File: src/rtl/synth_note_controller.sv
// synth_note_controller
//   Sequences the sine synthesizer from note-on / note-off requests. One
//   request is held in a single-entry slot. On each sample tick the slot is
//   applied, the phase increment glides exponentially toward its target, and
//   a linear attack/release envelope is stepped.
//
// Ports
//   clk_in          system clock
//   rst_in          synchronous, active-high reset
//   sample_tick_in  one-cycle strobe at the audio sample rate
//   note_valid_in   request valid
//   note_ready_out  slot empty, request can be accepted (registered)
//   note_on_in      1 = note-on, 0 = note-off
//   note_incr_in    target phase increment (ignored for note-off)
//   phase_incr_out  phase increment to the synthesizer (registered)
//   gain_out        unsigned envelope gain (registered)
//   active_out      envelope is not idle (registered)
module synth_note_controller #(
  parameter int SYNTH_PHASE_ACC_BITS = 24,
  parameter int GLIDE_SHIFT          = 4,
  parameter int ENV_BITS             = 16,
  parameter int ENV_STEP             = 4096
) (
  input  logic                            clk_in,
  input  logic                            rst_in,
  input  logic                            sample_tick_in,
  input  logic                            note_valid_in,
  output logic                            note_ready_out,
  input  logic                            note_on_in,
  input  logic [SYNTH_PHASE_ACC_BITS-1:0] note_incr_in,
  output logic [SYNTH_PHASE_ACC_BITS-1:0] phase_incr_out,
  output logic [ENV_BITS-1:0]             gain_out,
  output logic                            active_out
);

  localparam int P = SYNTH_PHASE_ACC_BITS;

  localparam logic [ENV_BITS-1:0] GAIN_MAX  = '1;
  localparam logic [ENV_BITS-1:0] GAIN_STEP = ENV_BITS'(ENV_STEP);
  // Distances below this snap straight onto the target.
  localparam logic signed [P:0]   SNAP_LIM  = (P+1)'(1) << GLIDE_SHIFT;

  typedef enum logic [1:0] {
    ST_IDLE,
    ST_ATTACK,
    ST_SUSTAIN,
    ST_RELEASE
  } env_state_e;

  env_state_e           state_q, state_d;
  logic [ENV_BITS-1:0]  gain_q, gain_d;
  logic [P-1:0]         cur_q, cur_d;
  logic [P-1:0]         tgt_q, tgt_d;
  logic                 slot_full_q, slot_full_d;
  logic                 slot_on_q, slot_on_d;
  logic [P-1:0]         slot_incr_q, slot_incr_d;
  logic                 ready_q, ready_d;
  logic                 active_q, active_d;
  logic                 direct_load;

  // One glide step: close 1/2^GLIDE_SHIFT of the gap, flooring toward -inf.
  // The floor never carries the result past the target, so no clamp needed.
  function automatic logic [P-1:0] glide_step(input logic [P-1:0] cur,
                                              input logic [P-1:0] tgt);
    logic signed [P:0] diff;
    logic signed [P:0] mag;
    logic signed [P:0] nxt;
    diff = $signed({1'b0, tgt}) - $signed({1'b0, cur});
    mag  = (diff < 0) ? -diff : diff;
    if (mag < SNAP_LIM) begin
      nxt = $signed({1'b0, tgt});
    end else begin
      nxt = $signed({1'b0, cur}) + (diff >>> GLIDE_SHIFT);
    end
    return nxt[P-1:0];
  endfunction

  // Attack step saturating at full scale.
  function automatic logic [ENV_BITS-1:0] attack_sat(input logic [ENV_BITS-1:0] g);
    logic [ENV_BITS:0] sum;
    sum = {1'b0, g} + {1'b0, GAIN_STEP};
    return (sum >= {1'b0, GAIN_MAX}) ? GAIN_MAX : sum[ENV_BITS-1:0];
  endfunction

  // Release step saturating at zero.
  function automatic logic [ENV_BITS-1:0] release_sat(input logic [ENV_BITS-1:0] g);
    return (g <= GAIN_STEP) ? '0 : g - GAIN_STEP;
  endfunction

  always_comb begin
    state_d     = state_q;
    gain_d      = gain_q;
    cur_d       = cur_q;
    tgt_d       = tgt_q;
    slot_full_d = slot_full_q;
    slot_on_d   = slot_on_q;
    slot_incr_d = slot_incr_q;
    direct_load = 1'b0;

    if (sample_tick_in) begin
      // A slot filled at this very edge is not visible yet, so a request
      // captured in a tick cycle naturally waits for the next tick.
      if (slot_full_q) begin
        slot_full_d = 1'b0;
        if (slot_on_q) begin
          tgt_d = slot_incr_q;
          if (state_q == ST_IDLE) begin
            cur_d       = slot_incr_q;
            gain_d      = '0;
            direct_load = 1'b1;
          end
          state_d = ST_ATTACK;
        end else if (state_q == ST_ATTACK || state_q == ST_SUSTAIN) begin
          state_d = ST_RELEASE;
        end
      end

      if (state_d != ST_IDLE && !direct_load) begin
        cur_d = glide_step(cur_d, tgt_d);
      end

      case (state_d)
        ST_ATTACK: begin
          gain_d = attack_sat(gain_d);
          if (gain_d == GAIN_MAX) state_d = ST_SUSTAIN;
        end
        ST_SUSTAIN: gain_d = GAIN_MAX;
        ST_RELEASE: begin
          gain_d = release_sat(gain_d);
          if (gain_d == '0) begin
            state_d = ST_IDLE;
            cur_d   = '0;
          end
        end
        default: ;
      endcase
    end

    // ready_q high implies the slot is empty, so capture never collides
    // with consumption.
    if (note_valid_in && ready_q) begin
      slot_full_d = 1'b1;
      slot_on_d   = note_on_in;
      slot_incr_d = note_incr_in;
    end

    ready_d  = !slot_full_d;
    active_d = (state_d != ST_IDLE);
  end

  always_ff @(posedge clk_in) begin
    if (rst_in) begin
      state_q     <= ST_IDLE;
      gain_q      <= '0;
      cur_q       <= '0;
      tgt_q       <= '0;
      slot_full_q <= 1'b0;
      ready_q     <= 1'b1;
      active_q    <= 1'b0;
    end else begin
      state_q     <= state_d;
      gain_q      <= gain_d;
      cur_q       <= cur_d;
      tgt_q       <= tgt_d;
      slot_full_q <= slot_full_d;
      ready_q     <= ready_d;
      active_q    <= active_d;
    end
    slot_on_q   <= slot_on_d;
    slot_incr_q <= slot_incr_d;
  end

  assign note_ready_out = ready_q;
  assign phase_incr_out = cur_q;
  assign gain_out       = gain_q;
  assign active_out     = active_q;

endmodule

File: config.mk
export PLATFORM = sky130hd
export DESIGN_NAME = synth_note_controller
export DESIGN_NICKNAME = d
export VERILOG_FILES = /design/src/rtl/synth_note_controller.sv
export SDC_FILE = /design/constraint.sdc
export NUM_CORES = 1
export LEC_CHECK = 0
export ABC_CLOCK_PERIOD_IN_PS = 6500
export BUFFER_PORTS_ARGS = -buffer_cell sky130_fd_sc_hd__buf_4
export CAP_MARGIN = 10
export CORE_AREA = 5 5 143 145
export DETAILED_ROUTE_END_ITERATION = 7
export DIE_AREA = 0 0 148 150
export HOLD_SLACK_MARGIN = 0.12
export PLACE_DENSITY = 0.71
export REMOVE_ABC_BUFFERS = 1
export SETUP_SLACK_MARGIN = 0.5
export SLEW_MARGIN = 20
export SYNTH_ARGS = -nofsm -noshare
export SYNTH_HDL_FRONTEND = slang
export SYNTH_SLANG_ARGS = --single-unit
File: constraint.sdc
create_clock -name clk_in -period 6.5 [get_ports clk_in]
set_clock_uncertainty 0.05 [all_clocks]
set_input_delay 0.325 -clock clk_in [delete_from_list [all_inputs] [get_ports clk_in]]
set_output_delay 0.325 -clock clk_in [all_outputs]
set_load 0.05 [all_outputs]
==> flow_metrics.py <==
metrics = {
    "synth": {
        "synth_xor_area_share_pct": 3.346,
        "yosysTopAreaCell": "dfxtp_1",
        "syn_area_um2": 8377,
        "synth_cell_types": 93,
        "synthAdderAreaFrac_pct": 5.049,
        "synth_most_common_cell": "nand2_1",
        "synth_top_area_share_pct": 16.49,
        "synth_compound_area_share_pct": 32.79,
        "ys_seq_area_share_pct": 25.45,
        "synth_edf_count": 25,
        "synthTopCellsByArea": "dfxtp_1 (16%), edfxtp_1 (9.0%), nand2_1 (6.5%), mux2i_1 (5.7%), a21oi_1 (5.5%)",
        "ys_ff_latch": 94,
        "synth-async-reset-ratio_pct": 0,
        "synth_top_family_by_area": "compound AO/OA/AOI/OAI gates",
        "synth.top_cells.by_count": "nand2_1 (144), a21oi_1 (92), nor2_1 (84)",
        "synthCells": 1099,
        "synth_simple_gate_area_share_pct": 20.97,
        "syn_area_per_cell_um2": 7.622,
        "ys_warn_count": 0,
        "ys.flop_type": "dfxtp_1",
        "muxShareOfSynthArea_pct": 6.721,
    },
    "worst_setup_path": {
        "timing.rr.start": "slot_on_q$_DFFE_PP_",
        "ff2ff_path_depth": 22,
        "r2r-end": "phase_incr_out[21]$_SDFFE_PP0P_",
        "cp.arrival_ns": 6.27,
        "r2r_slack_ns": 0.43,
        "worst_setup_path_start_kind": "register",
        "crit_top_cell": "buf_6",
        "slowest_stage": "or4_4",
        "required_ns": 6.70,
        "cp_max_fo": 7,
        "path_cells": "buf_6 > nand4bb_4 > nand2_2 > nand2_2 > ha_4 > a211oi_1 > o41a_1 > buf_6 > xnor2_4 > a2111oi_4 > nor4b_4 > or3b_4 > nor4_4 > o211ai_2 > o41a_1 > o32a_1 > or4_4 > or3_4 > buf_6 > mux2_4 > a221oi_2 > a21oi_1",
        "path_class": "reg2reg",
        "endpoint_kind": "register",
        "slowest_delay_ns": 0.54,
    },
    "clock_tree": {
        "htreeDepth": 3,
        "numCtsBuffers": 9,
        "cts_tree": "built",
        "clockBufferDepth": 2,
        "cts_root_buf": "clkbuf_16",
        "clkSinkCount": 94,
        "clkTransAtPathRegs_ns": 0.07,
        "insertion_delay_ns": 0.37,
    },
    "finish": {
        "final_util_pct": 54.81,
        "area_growth_pct": 24.84,
        "layout-drive-gt1-share_pct": 19.35,
        "final_nets": 1283,
        "diodes": 0,
        "fill_cells": 1751,
        "stdcell_count": 1468,
    },
    "pwr": {
        "power_leakage_uw": 0.004318,
        "power.density_nw_per_um2": 245.7,
        "vdd_drop_max_mv": 0.1783,
    },
    "floorplanning": {
        "ioPinCount": 71,
        "dieHeight_um": 150,
        "core_area_um2": 19080,
        "dieArea_um2": 22200,
        "rows": 51,
        "die_x_um": 148,
        "start_util_pct": 43.90,
    },
    "worst_hold_path": {
        "hold_class": "in2reg",
        "whs_path_depth": 3,
        "min_from": "note_valid_in",
        "min_to": "note_ready_out$_SDFF_PP1_",
    },
    "global_route": {
        "track_usage_pct": 24.18,
        "first_global_vias": 8288,
        "antenna_found_initial": 0,
        "overflow": 0,
        "grt_max_degree": 48,
        "grt_first_pass_wirelength_um": 43240,
    },
    "sta": {
        "fin_crit_ns": 6.068,
        "holdWs_ns": 0.2951,
        "max_clock_freq_mhz": 164.8,
        "max_slew.worst_pin.slew_ns": 0.8555,
        "setup_violations": 0,
        "fin_crit_sh_pct": 93.35,
        "hold_viol": 0,
        "maxSlewViolCount": 0,
        "rsz0062_at_grt": "true",
        "slew_headroom_pct": 42.36,
    },
    "route": {
        "drt_wl_total_um": 28020,
        "drt_iter0_markers": 788,
        "ant_nets": 0,
        "vias": 9063,
        "drc_errors": 0,
        "first_pass_iters": 6,
        "viasPerCell": 6.174,
        "wl_per_cell_um": 19.08,
    },
    "placed_design": {
        "place_congestion": 0.9762,
        "io_buffer_count": 70,
        "dp.cells": 1411,
        "hpwlAfterDp_um": 20030,
    },
    "run_status": {
        "outcome": "completed",
    },
    "run": {
        "cap_viol_max_count": 0,
    },
}
layout by cell type (no fill, tap or decap), drive strengths merged, types with 11 or more instances in the layout:
| master | instances |
|---|---|
| buf | 148 |
| nand2 | 145 |
| a21oi | 93 |
| nor2 | 84 |
| o21ai | 80 |
| dfxtp | 69 |
| inv | 58 |
| mux2i | 48 |
| ha | 29 |
| xnor2 | 26 |
| dlygate4sd3 | 25 |
| edfxtp | 25 |
| a211oi | 25 |
| nor3 | 23 |
| a21o | 20 |
| nand3 | 20 |
| a31oi | 17 |
| o22ai | 16 |
| nand2b | 15 |
| o211ai | 13 |
| nor4 | 11 |
logic make-up (layout without fill, tap and decap cells):
logic type	Yosys count	count (layout)
AO/OA/AOI/OAI	401	401
XOR/XNOR	32	32
adder cells (fa/ha/maj)	35	35
buffers and inverters	113	244
flip-flops	94	94
multiplexers	55	55
AND/OR/NAND/NOR	369	369
flip-flops by register name, summed over array words and instances, names as in the netlist:
register,cells
active_out,1
gain_out,16
note_ready_out,1
phase_incr_out,24
slot_full_q,1
slot_incr_q,24
slot_on_q,1
state_q,2
tgt_q,24
power by group:
group / internal [uW] / switching, uW / total, uW
registers: 633 / 32.2 / 666
clock network: 273 / 275 / 547
logic: 552 / 805 / 1360
per-stage QoR:
stage	setup TNS [ns]	setup WS, ns	total power [uW]	instance area, um^2
after floorplan	-68.98	-3.078	1513	8104
after global placement	0	0.4152	1899	9432
after detailed placement	0	0.2937	1905	9432
after CTS	0	0.5030	2476	10010
after global routing	0	0.2541	2717	10460
final	0	0.4320	2569	10460
worst max-delay path, delay by kind of cell, from the launching register on:
family	cells	cell delay [ns]
buf+inv	3	0.49
simple gates	8	2.22
mux	1	0.30
xor+xnor	1	0.06
flops	1	0.43
compound gates	8	2.21
fa+ha+maj	1	0.19
layer usage:
| layer | up-vias | GRT usage, % | wire length [um] |
|---|---|---|---|
| met4 | 0 | 9.007 | 963 |
| met1 | 4285 | 31.31 | 12260 |
| met3 | 70 | 4.512 | 1680 |
| li1 | 4390 | - | - |
| met5 | - | 0 | 0 |
| met2 | 318 | 40.19 | 13120 |
timing repair:
action	CTS	global route
setup endpoints to repair	19	24
gates cloned	0	2
hold buffers	25	0
buffers inserted	3	11
pin swaps	3	24
gates resized for setup	4	72
hold endpoints to repair	25	0
worst max-delay path by stage:
stage                                start                               to  cells past startpoint
detailed placement     slot_on_q$_DFFE_PP_  phase_incr_out[20]$_SDFFE_PP0P_                     23
global placement       slot_on_q$_DFFE_PP_  phase_incr_out[15]$_SDFFE_PP0P_                     19
global route           slot_on_q$_DFFE_PP_  phase_incr_out[21]$_SDFFE_PP0P_                     28
floorplan           slot_full_q$_SDFF_PP0_  phase_incr_out[21]$_SDFFE_PP0P_                     17
finish                 slot_on_q$_DFFE_PP_  phase_incr_out[21]$_SDFFE_PP0P_                     22
CTS                    slot_on_q$_DFFE_PP_  phase_incr_out[21]$_SDFFE_PP0P_                     20
final cells by class:
type | count | area, um^2 | share of cell area, %
Multi-Input combinational cell | 892 | 6066 | 58.00
Sequential cell | 94 | 2135 | 20.41
Timing Repair Buffer | 174 | 1458 | 13.94
Tap cell | 238 | 297.8 | 2.848
Clock buffer | 9 | 225.2 | 2.154
Inverter | 54 | 202.7 | 1.938
Clock inverter | 7 | 73.82 | 0.7059
(Power assumes the default switching activity.)
